`src/rtl/tsp_file_writer_if.sv`:
```
// Interface bundling the writer's control, city RAM read port and byte-stream channel.
// master is the writer; slave is the surrounding host/RAM/sink.
interface tsp_file_writer_if #(
   parameter int unsigned PRECISION     = 32,
   parameter int unsigned MAX_NODE_BITS = 13
);
   logic                       start;
   logic [MAX_NODE_BITS-1:0]   nnodes;
   logic                       busy;
   logic                       done;
   logic [MAX_NODE_BITS-1:0]   ram_addr;
   logic                       ram_rd_en;
   logic [2*PRECISION-1:0]     ram_rdata;
   logic [7:0]                 out_data;
   logic                       out_valid;
   logic                       out_ready;

   modport master (
      input  start, nnodes, ram_rdata, out_ready,
      output busy, done, ram_addr, ram_rd_en, out_data, out_valid
   );

   modport slave (
      output start, nnodes, ram_rdata, out_ready,
      input  busy, done, ram_addr, ram_rd_en, out_data, out_valid
   );
endinterface

```
`src/rtl/tsp_file_writer.sv`:
```
// Dumps the city RAM as a TSPLIB-style ASCII stream (DIMENSION, NODE_COORD_SECTION, lines, EOF),
// one byte per valid/ready handshake, using a shared double-dabble number emitter.
module tsp_file_writer #(
   parameter int unsigned PRECISION     = 32,
   parameter int unsigned MAX_NODE_BITS = 13,
   parameter int unsigned RAM_LATENCY   = 2,
   parameter logic [7:0]  NEWLINE       = 8'd13
) (
   input  logic              clk,
   input  logic              rst,
   tsp_file_writer_if.master bus
);

   localparam int unsigned NDIG  = (PRECISION * 30103 + 99999) / 100000;
   localparam int unsigned BCDW  = 4 * NDIG;
   localparam int unsigned IDXW  = MAX_NODE_BITS + 1;
   localparam int unsigned CNTW  = $clog2(PRECISION + 1);
   localparam int unsigned DIGW  = $clog2(NDIG);
   localparam int unsigned WAITW = $clog2(RAM_LATENCY + 1);
   localparam int unsigned LITN  = 34;

   // Literal ROM: "DIMENSION: " | "NODE_COORD_SECTION" CR | "EOF" CR
   localparam logic [LITN*8-1:0] LIT = {"DIMENSION: ", "NODE_COORD_SECTION", NEWLINE, "EOF", NEWLINE};
   localparam logic [5:0] P_DIM_END  = 6'd10;
   localparam logic [5:0] P_NODE_END = 6'd29;
   localparam logic [5:0] P_EOF_END  = 6'd33;

   typedef enum logic [3:0] {
      S_IDLE, S_HDR_DIM, S_HDR_NODE, S_RD_REQ, S_RD_WAIT,
      S_LINE, S_TAIL, S_CONV, S_EMIT_NUM, S_DONE
   } state_t;

   state_t                   r_state;
   state_t                   r_ret;
   logic                     r_busy;
   logic                     r_done;
   logic [MAX_NODE_BITS-1:0] r_ram_addr;
   logic                     r_rd_en;
   logic [7:0]               r_out_data;
   logic                     r_out_valid;
   logic [MAX_NODE_BITS-1:0] r_n;
   logic [IDXW-1:0]          r_idx;
   logic [5:0]               r_ptr;
   logic [2:0]               r_fld;
   logic [WAITW-1:0]         r_wait;
   logic [PRECISION-1:0]     r_x;
   logic [PRECISION-1:0]     r_y;
   logic [PRECISION-1:0]     r_bin;
   logic [BCDW-1:0]          r_bcd;
   logic [CNTW-1:0]          r_cnt;
   logic [DIGW-1:0]          r_dig;
   logic                     r_seen;

   logic                     w_can_load;
   logic [8:0]               w_lit_pos;
   logic [7:0]               w_lit;
   logic [5:0]               w_dig_pos;
   logic [3:0]               w_digit;
   logic [IDXW-1:0]          w_idx_p1;
   logic [BCDW-1:0]          w_bcd_adj;

   // Add-3 correction of every BCD digit >= 5 before each shift.
   function automatic logic [BCDW-1:0] dd_adj(input logic [BCDW-1:0] v);
      logic [BCDW-1:0] r;
      r = v;
      for (int k = 0; k < int'(NDIG); k++) begin
         if (r[4*k +: 4] >= 4'd5) r[4*k +: 4] = r[4*k +: 4] + 4'd3;
      end
      return r;
   endfunction

   // A new byte may be loaded when the output slot is empty or being drained this edge.
   assign w_can_load = !r_out_valid || bus.out_ready;
   assign w_lit_pos  = {6'(6'(LITN - 1) - r_ptr), 3'b000};
   assign w_lit      = LIT[w_lit_pos +: 8];
   assign w_dig_pos  = {r_dig, 2'b00};
   assign w_digit    = r_bcd[w_dig_pos +: 4];
   assign w_idx_p1   = r_idx + IDXW'(1);
   assign w_bcd_adj  = dd_adj(r_bcd);

   always_ff @(posedge clk or negedge rst) begin
      if (!rst) begin
         r_state     <= S_IDLE;
         r_ret       <= S_IDLE;
         r_busy      <= 1'b0;
         r_done      <= 1'b0;
         r_ram_addr  <= '0;
         r_rd_en     <= 1'b0;
         r_out_data  <= '0;
         r_out_valid <= 1'b0;
         r_n         <= '0;
         r_idx       <= '0;
         r_ptr       <= '0;
         r_fld       <= '0;
         r_wait      <= '0;
         r_x         <= '0;
         r_y         <= '0;
         r_bin       <= '0;
         r_bcd       <= '0;
         r_cnt       <= '0;
         r_dig       <= '0;
         r_seen      <= 1'b0;
      end else begin
         r_rd_en <= 1'b0;
         r_done  <= 1'b0;
         if (r_out_valid && bus.out_ready) r_out_valid <= 1'b0;

         case (r_state)
            S_IDLE: begin
               if (bus.start) begin
                  r_n     <= bus.nnodes;
                  r_busy  <= 1'b1;
                  r_ptr   <= '0;
                  r_fld   <= '0;
                  r_idx   <= '0;
                  r_bcd   <= '0;
                  r_cnt   <= '0;
                  r_state <= S_HDR_DIM;
               end
            end

            S_HDR_DIM: begin
               if (r_fld == 3'd0) begin
                  if (w_can_load) begin
                     r_out_data  <= w_lit;
                     r_out_valid <= 1'b1;
                     r_ptr       <= r_ptr + 6'd1;
                     if (r_ptr == P_DIM_END) begin
                        r_bin   <= PRECISION'(r_n);
                        r_ret   <= S_HDR_DIM;
                        r_fld   <= 3'd1;
                        r_state <= S_CONV;
                     end
                  end
               end else if (w_can_load) begin
                  r_out_data  <= NEWLINE;
                  r_out_valid <= 1'b1;
                  r_state     <= S_HDR_NODE;
               end
            end

            S_HDR_NODE: begin
               if (w_can_load) begin
                  r_out_data  <= w_lit;
                  r_out_valid <= 1'b1;
                  r_ptr       <= r_ptr + 6'd1;
                  if (r_ptr == P_NODE_END) r_state <= (r_n == '0) ? S_TAIL : S_RD_REQ;
               end
            end

            S_RD_REQ: begin
               r_ram_addr <= r_idx[MAX_NODE_BITS-1:0];
               r_rd_en    <= 1'b1;
               r_wait     <= '0;
               r_state    <= S_RD_WAIT;
            end

            S_RD_WAIT: begin
               if (r_wait == WAITW'(RAM_LATENCY)) begin
                  r_x     <= bus.ram_rdata[PRECISION-1:0];
                  r_y     <= bus.ram_rdata[2*PRECISION-1:PRECISION];
                  r_fld   <= 3'd0;
                  r_state <= S_LINE;
               end else begin
                  r_wait <= r_wait + WAITW'(1);
               end
            end

            // Field sequence: index, SP, X, SP, Y, CR; numbers detour through CONV.
            S_LINE: begin
               case (r_fld)
                  3'd0: begin
                     r_bin   <= PRECISION'(w_idx_p1);
                     r_ret   <= S_LINE;
                     r_fld   <= 3'd1;
                     r_state <= S_CONV;
                  end
                  3'd1, 3'd3: begin
                     if (w_can_load) begin
                        r_out_data  <= 8'h20;
                        r_out_valid <= 1'b1;
                        r_fld       <= r_fld + 3'd1;
                     end
                  end
                  3'd2: begin
                     r_bin   <= r_x;
                     r_ret   <= S_LINE;
                     r_fld   <= 3'd3;
                     r_state <= S_CONV;
                  end
                  3'd4: begin
                     r_bin   <= r_y;
                     r_ret   <= S_LINE;
                     r_fld   <= 3'd5;
                     r_state <= S_CONV;
                  end
                  default: begin
                     if (w_can_load) begin
                        r_out_data  <= NEWLINE;
                        r_out_valid <= 1'b1;
                        r_idx       <= w_idx_p1;
                        r_state     <= (w_idx_p1 == {1'b0, r_n}) ? S_TAIL : S_RD_REQ;
                     end
                  end
               endcase
            end

            S_TAIL: begin
               if (w_can_load) begin
                  r_out_data  <= w_lit;
                  r_out_valid <= 1'b1;
                  r_ptr       <= r_ptr + 6'd1;
                  if (r_ptr == P_EOF_END) r_state <= S_DONE;
               end
            end

            S_CONV: begin
               r_bcd <= {w_bcd_adj[BCDW-2:0], r_bin[PRECISION-1]};
               r_bin <= {r_bin[PRECISION-2:0], 1'b0};
               if (r_cnt == CNTW'(PRECISION - 1)) begin
                  r_cnt   <= '0;
                  r_dig   <= DIGW'(NDIG - 1);
                  r_seen  <= 1'b0;
                  r_state <= S_EMIT_NUM;
               end else begin
                  r_cnt <= r_cnt + CNTW'(1);
               end
            end

            // Leading zeros are skipped; digit 0 is always printed.
            S_EMIT_NUM: begin
               if (w_digit == 4'd0 && !r_seen && r_dig != '0) begin
                  r_dig <= r_dig - DIGW'(1);
               end else if (w_can_load) begin
                  r_out_data  <= 8'h30 + {4'h0, w_digit};
                  r_out_valid <= 1'b1;
                  r_seen      <= 1'b1;
                  if (r_dig == '0) begin
                     r_bcd   <= '0;
                     r_state <= r_ret;
                  end else begin
                     r_dig <= r_dig - DIGW'(1);
                  end
               end
            end

            S_DONE: begin
               if (w_can_load) begin
                  r_done  <= 1'b1;
                  r_busy  <= 1'b0;
                  r_state <= S_IDLE;
               end
            end

            default: r_state <= S_IDLE;
         endcase
      end
   end

   assign bus.busy      = r_busy;
   assign bus.done      = r_done;
   assign bus.ram_addr  = r_ram_addr;
   assign bus.ram_rd_en = r_rd_en;
   assign bus.out_data  = r_out_data;
   assign bus.out_valid = r_out_valid;

endmodule
```
`src/flat_wrapper.sv`:
```
// flat-port wrapper written by rule: the top's interface ports become plain ports
module tsp_file_writer_flat 
#(
   parameter int unsigned PRECISION     = 32,
   parameter int unsigned MAX_NODE_BITS = 13,
   parameter int unsigned RAM_LATENCY   = 2,
   parameter logic [7:0]  NEWLINE       = 8'd13
)
  (clk, rst, bus_start, bus_nnodes, bus_ram_rdata, bus_out_ready, bus_busy, bus_done, bus_ram_addr, bus_ram_rd_en, bus_out_data, bus_out_valid);
  tsp_file_writer_if #(.PRECISION(PRECISION), .MAX_NODE_BITS(MAX_NODE_BITS)) bus_i ();
  input  logic clk;
  input  logic rst;
  input wire logic [$bits(bus_i.start)-1:0] bus_start;
  input wire logic [$bits(bus_i.nnodes)-1:0] bus_nnodes;
  input wire logic [$bits(bus_i.ram_rdata)-1:0] bus_ram_rdata;
  input wire logic [$bits(bus_i.out_ready)-1:0] bus_out_ready;
  output wire logic [$bits(bus_i.busy)-1:0] bus_busy;
  output wire logic [$bits(bus_i.done)-1:0] bus_done;
  output wire logic [$bits(bus_i.ram_addr)-1:0] bus_ram_addr;
  output wire logic [$bits(bus_i.ram_rd_en)-1:0] bus_ram_rd_en;
  output wire logic [$bits(bus_i.out_data)-1:0] bus_out_data;
  output wire logic [$bits(bus_i.out_valid)-1:0] bus_out_valid;
  assign bus_i.start = bus_start;
  assign bus_i.nnodes = bus_nnodes;
  assign bus_i.ram_rdata = bus_ram_rdata;
  assign bus_i.out_ready = bus_out_ready;
  assign bus_busy = bus_i.busy;
  assign bus_done = bus_i.done;
  assign bus_ram_addr = bus_i.ram_addr;
  assign bus_ram_rd_en = bus_i.ram_rd_en;
  assign bus_out_data = bus_i.out_data;
  assign bus_out_valid = bus_i.out_valid;
  tsp_file_writer #(.PRECISION(PRECISION), .MAX_NODE_BITS(MAX_NODE_BITS), .RAM_LATENCY(RAM_LATENCY), .NEWLINE(NEWLINE)) u_core (.clk(clk), .rst(rst), .bus(bus_i));
endmodule
```
`config.mk`:
```
export PLATFORM = sky130hd
export DESIGN_NAME = tsp_file_writer_flat
export DESIGN_NICKNAME = d
export VERILOG_FILES = /design/src/rtl/tsp_file_writer_if.sv /design/src/rtl/tsp_file_writer.sv /design/src/flat_wrapper.sv
export SDC_FILE = /design/constraint.sdc
export NUM_CORES = 1
export LEC_CHECK = 0
export ABC_AREA = 0
export BUFFER_PORTS_ARGS = -buffer_cell sky130_fd_sc_hd__buf_2
export CAP_MARGIN = 20
export CORE_MARGIN = 2
export CORE_UTILIZATION = 65
export CTS_BUF_LIST = sky130_fd_sc_hd__clkbuf_16
export DETAILED_ROUTE_END_ITERATION = 8
export GPL_TIMING_DRIVEN = 0
export PLACE_DENSITY = 0.93
export REMOVE_ABC_BUFFERS = 1
export SLEW_MARGIN = 10
export SYNTH_ARGS = -nofsm -noshare
export SYNTH_HDL_FRONTEND = slang
export SYNTH_SLANG_ARGS = --single-unit
```
`constraint.sdc`:
```
create_clock -name clk -period 4.1 [get_ports clk]
set_input_delay 0.41 -clock clk [delete_from_list [all_inputs] [get_ports clk]]
set_output_delay 0.41 -clock clk [all_outputs]
set_load 0.01 [all_outputs]
```
; ---- Yosys cells after proc, flatten, opt, wreduce, memory -nomap -nowiden
; Index checks and enable logic that the tools add are counted.
[totals]
reg_bits = 218
[classes]
addsub = 18
shift = 2
n_mux = 93
eq_ne = 46
magnitude_cmp = 10
n_reduce_logical = 43
[op_table]
columns = cell, n
row1 = variable part select 272 x 10 -> 8 bit (first input constant), 1
row2 = case mux 32 bit (3 select lines), 2
row3 = 2-to-1 mux 40 bit, 4
row4 = 2-to-1 mux 4 bit, 33
row5 = case mux 40 bit (3 select lines), 1
row6 = 2-to-1 mux 32 bit, 3
row7 = 2-to-1 mux 8 bit, 6
row8 = 2-to-1 mux 14 bit, 3
row9 = >= comparator 4 x 3 -> 1 bit (second input constant), 10
row10 = case mux 4 bit (10 select lines), 1
row11 = variable part select 40 x 7 -> 4 bit, 1
row12 = adder 4 x 2 -> 4 bit (second input constant), 9
row13 = case mux 8 bit (4 select lines), 1
row14 = case mux 14 bit (2 select lines), 1
row15 = 2-to-1 mux 3 bit, 9
row16 = != test 2 x 1 -> 1 bit (second input constant), 13
row17 = 2-to-1 mux 6 bit, 4
row18 = case mux 3 bit (4 select lines), 2
row19 = case mux 4 bit (2 select lines), 3
row20 = AND reduction 5 bit, 4
row21 = case mux 6 bit (3 select lines), 1
row22 = == test 4 x 3 -> 1 bit (second input constant), 4
row23 = case mux 8 bit (2 select lines), 1
row24 = AND reduction 15 bit, 1
row25 = other kinds (47), 94

; ---- Logic depth before layout (Yosys ltp)
[depth]
depth_word = 6
depth_mapped = 12
depth_no_buf = 9

; ---- Worst setup path after synthesis
; Ideal clock, no wire load.
[synth_timing]
path_type = register -> register
start = reg u_core.r_dig[0]
end = reg u_core.r_out_data[1] (netlist: u_core.bus.out_data[1])
path_buffers = 2
period_less_slack_ns = 2.815
path_stages_with_launch = 10
slack_ns = 1.285
setup_time_ns = 0.126
arrival_ns = 2.689
cell_sequence = dfrtp_1 > buf_2 > mux4_2 > mux2_2 > o31a_1 > or4b_1 > buf_4 > o211ai_4 > and2_4 > o21ai_0
[synth_between]
elab_chain_cells = 6
word_cells_on_any_way = 11
classes_between = 1 x add/sub / 1 x eq/ne / 1 x shift / 3 x mux / 5 x reduce/logical
[synth_rtl]
columns = item, line_no
row1 = "start, declared", tsp_file_writer.sv:51  ; logic [DIGW-1:0] r_dig;
row2 = "start signal, assigned", tsp_file_writer.sv:222  ; r_dig <= DIGW'(NDIG - 1);
row3 = "start signal, assigned", tsp_file_writer.sv:233  ; r_dig <= r_dig - DIGW'(1);
row4 = "start signal, assigned", tsp_file_writer.sv:242  ; r_dig <= r_dig - DIGW'(1);
row5 = "parallel branches: the longest is 6 deep, another holds adder 6 x 4 -> 7 bit", -
row6 = "end signal, assigned", tsp_file_writer.sv:144  ; r_out_data <= w_lit;
row7 = "end signal, assigned", tsp_file_writer.sv:210  ; r_out_data <= w_lit;
row8 = "end signal, assigned", tsp_file_writer.sv:235  ; r_out_data <= 8'h30 + {4'h0, w_digit};
row9 = "end, declared", tsp_file_writer.sv:39  ; logic [7:0] r_out_data;
; Parallel ways; which one is timed is not known. The select of a mux whose other input is x is not followed.
; A chain may end at the register's enable or synchronous reset.

; ---- Worst setup path in the final report
[layout_timing]
start = reg u_core.r_state[1]
end = reg u_core.r_idx[2]
[layout_between]
elab_chain_cells = 3
word_cells_on_any_way = 8
classes_between = 4 x eq/ne / 1 x mux / 3 x reduce/logical
[layout_rtl]
columns = item, line_no
row1 = "start, declared", tsp_file_writer.sv:33  ; state_t r_state;
row2 = "start signal, assigned", tsp_file_writer.sv:147  ; if (r_ptr == P_NODE_END) r_state <= (r_n == '0) ? S_TAIL : S_RD_REQ;
row3 = "start signal, assigned", tsp_file_writer.sv:202  ; r_state <= (w_idx_p1 == {1'b0, r_n}) ? S_TAIL : S_RD_REQ;
row4 = "start signal, assigned", tsp_file_writer.sv:240  ; r_state <= r_ret;
row5 = == test 4 x 3 -> 1 bit or zero test 4 bit (tied branches), tsp_file_writer.sv:108  ; case (r_state)
row6 = "!= test 2 x 1 -> 1 bit (no line), or another cell as far along", -
row7 = AND reduction 4 bit (no line), -
row8 = "end signal, assigned", tsp_file_writer.sv:201  ; r_idx <= w_idx_p1;
row9 = "end, declared", tsp_file_writer.sv:42  ; logic [IDXW-1:0] r_idx;
; Several ways; a longest one is shown, not always the timed one.

==> impl_summary.txt <==
----------------------------------------------------
[Critical path]
  Data arrival, critical path ... between 4 and 5 ns
  Nature of the critical path endpoint ... flop
  Data required time at the worst endpoint ... approximately 4.6 ns
  Class of the most critical setup path ... reg2reg
  Largest fanout on the critical path ... 31
  R2r startpoint ... u_core.r_state[1]
  Startpoint type of the worst setup path ... flop
  RR Endpoint ... u_core.r_idx[2]
  Register-to-Register Setup Slack ... 0.32 ns
  FF-to-FF path depth ... 7

[Layout]
  Fill cell total of the finished layout ... between 1000 and 1500
  Non-Filler Instances ... 1462
  Antenna cell count ... 0
  Leading cell types in the layout, fill and taps excluded ... dfrtp_1, buf_2, mux2_2, o21ai_0, nand2_1
  Nets@finish ... approximately 1300
  Post-route design area ... 13200 sq um
  Most common library cell in the layout ignoring fill and taps ... dfrtp_1
  Layout Area Growth over Synthesis ... 12.7%
  Layout cell share with drive strength beyond 1 ... 0.214

[Global route]
  Wire length of the first global-routing pass ... between 40 and 50 mm
  Via count of the first global-routing pass ... 9853
  Total grt overflow ... 0
  Antenna violations before repair ... 1
  Total GRT Usage ... 0.304
  Maximum number of pins on one net before global-route repair ... 86

[Hold path]
  Hold path startpoint ... bus_ram_rdata[35]
  Worst hold endpoint ... u_core.r_y[3]
  Classification of the worst-slack hold path ... in2reg
  Hold Path Depth ... 2

[Floorplanning]
  IO Count ... about 110
  Die outline area ... around 19000 sq um
  Core box area ... 17800 sq um
  Die Span X ... ~140 um
  Die Y ... between 100 and 150 um
  Std cell rows ... 49
  Effective utilization at floorplan ... 0.657

[Synth]
  Post-synthesis sequential element count ... roughly 220
  Syn Inst Count ... 1152
  Async SR Flop Fraction ... 1.00
  Number of flops mapped to enable cells by yosys ... 0
  Sequential-to-total area share from yosys stat ... 0.461
  Warnings, synthesis ... 0
  Syn avg cell area ... just over 10 sq um
  Yosys cell types ... 70
  Cell type contributing the most total cell area after synthesis ... dfrtp_1
  Mapped Area ... 11700 sq um
  Share of the synthesized area in the top cell type ... 0.461
  Top FF cell, synth ... dfrtp_1
  Top area cells in the synthesized netlist ... dfrtp_1, mux2_2, ha_1, o21ai_0, a21oi_1

[Placement]
  Count of buffers inserted at the top-level ports ... approximately 110
  Final HPWL from detailed placement ... between 15 and 20 mm
  Placed Cells incl. Taps ... ~1400
  Final weighted congestion of routability-driven global placement ... 0.902
  Post-detailed-placement cell area ... roughly 12000 sq um

[Clock network]
  Root cell of the clock tree ... clkbuf_16
  Clock tree from TritonCTS ... done
  Maximum level of the CTS H-tree ... 1
  Clock transition at the registers of the reported paths ... around 0.06 ns
  Clock latency reported for the late side of the worst-skew pair ... between 0.5 and 0.6 ns
  Total clock sinks ... 216
  Cts bufs inserted ... 23
  Longest Clk Path Bufs ... 3

[Run]
  Max-capacitance violation count ... 0

[Power and ir drop]
  PwrDens ... about 650 nW/um^2
  Leakage power of the design ... slightly below 6 nW
  VDD IR max ... ~0.5 mV

[STA]
  Actual slew at the worst max-slew pin ... between 1 and 1.5 ns
  Fin Hold WS ... roughly 0.11 ns
  Setup violations, final ... 0
  Maximum clock frequency ... around 0.26 GHz
  Tmin final ... between 3 and 4 ns
  Fin. max-slew vios ... 0
  Worst-case clock skew ... about 0.014 ns
  Headroom to the max-slew limit ... 0.251
  Final worst path period share ... 0.922
  Setup repair after global routing missed its margin ... false
  Count of endpoints failing hold in the final timing report ... 0

[Routing]
  Number of routed nets with antenna violations ... 0
  Wire length reported by the detailed router ... between 20 and 30 mm
  Starting DRT DRC Count ... about 1000
  Total number of vias ... between 9000 and 10000
  Count of unresolved DRC violations after routing ... 0
  Mean routed wirelength per cell ... 20.3 um
  Detail-routed via count per cell ... between 6 and 7
  Router iterations before antenna repair ... 5

[Run status]
  Run status ... complete, no violations

----------------------------------------------------
cell type report:
class,instances,area (sq um),area share
tap,229,287,0.0217
clock buffer,23,576,0.0436
inverter,40,150,0.0114
multi-input combinational,820,5940,0.449
sequential,216,5410,0.409
timing repair buffer,115,732,0.0554
clock inverter,19,126,0.00956
power breakdown:
| part | leakage [nW] | switching [mW] | internal, mW |
|---|---|---|---|
| clock network | 0.361 | 0.875 | 1.09 |
| registers | 2.78 | 0.759 | 2.81 |
| logic | 2.64 | 1.70 | 1.36 |
| total | 5.78 | 3.33 | 5.26 |
Yosys cell counts, drive strengths merged, types with 7 or more instances:
cell type and number:
o22ai 19, a31oi 10, inv 39, mux2i 15, o31ai 26, xnor2 28
xor2 22, a211oi 14, o32ai 12, mux2 96, nand2b 19, dfrtp 216
nand2 80, nand4 12, nor3 14, a221o 18, a21oi 64, clkbuf 69
o21ai 87, a32o 11, a22o 21, buf 7, and3 14, nor2 78
nand3 27, ha 35
worst max-delay path, stage by stage (launching register included):
cell and delay (ns):
dfrtp_1 0.75, nand4bb_4 0.65, or3_1 0.57, nor3_2 0.60, nand2_1 0.56, nor2_1 0.32, o21ai_0 0.12, o21ai_0 0.12
how the worst max path moves through the flow:
stage                     slack (ns)  cells past startpoint              start           endpoint
after floorplan                 0.34                      6  u_core.r_state[3]   u_core.r_bcd[11]
after global placement         -1.52                      7  u_core.r_state[1]  u_core.r_state[2]
after detailed placement       -0.54                      5  u_core.r_state[1]    u_core.r_idx[6]
after CTS                       0.16                      7  u_core.r_state[1]    u_core.r_idx[2]
after global routing            0.19                      5  u_core.r_state[1]    u_core.r_idx[6]
final                           0.32                      7  u_core.r_state[1]    u_core.r_idx[2]
state kept, by name (all words and copies together) (netlist names), 2 cells and up:
signal / count
u_core.r_ptr: 6
u_core.r_n: 13
u_core.r_idx: 14
u_core.r_wait: 2
u_core.r_fld: 3
u_core.bus.out_data: 8
u_core.r_dig: 4
u_core.r_bcd: 40
u_core.r_bin: 32
u_core.bus.ram_addr: 13
u_core.r_state: 4
u_core.r_x: 32
u_core.r_ret: 2
u_core.r_cnt: 6
u_core.r_y: 32
cells by family after synthesis:
group                      synth area share
AOI/OAI and AO/OA                     0.198
xor gates and xnor gates             0.0373
adders and majority gates            0.0373
buffers and inverters                0.0380
DFF                                   0.461
muxes                                 0.113
and+or+nand+nor                       0.116
repair_timing:
action / CTS / global route
buffers inserted: 0 / 0
setup endpoints to repair: 14 / 11
hold buffers: 1 / 0
resized for setup: 2 / 1
hold endpoints to repair: 83 / 0
through the flow:
stage	setup slack [ns]	total power, mW	TNS [ns]	utilization
after global placement	-1.52	6.24	-300.41	0.686
after floorplan	0.345	5.54	0	-
after CTS	0.156	8.51	0	0.740
after global routing	0.191	9.05	0	0.741
after detailed placement	-0.536	6.48	-6.19	0.699
final	0.318	8.59	0	0.741
per-layer routing:
| layer | part of all wire | vias to the layer above | GRT usage | routed length (um) |
|---|---|---|---|---|
| met5 | 0.00037 | - | 0 | 11 |
| met4 | 0.041 | 2 | 0.136 | 1230 |
| met3 | 0.075 | 121 | 0.0464 | 2240 |
| met2 | 0.49 | 565 | 0.493 | 14400 |
| met1 | 0.40 | 4851 | 0.408 | 11800 |
| li1 | - | 4384 | - | - |
Power figures use the tool's default switching activity.
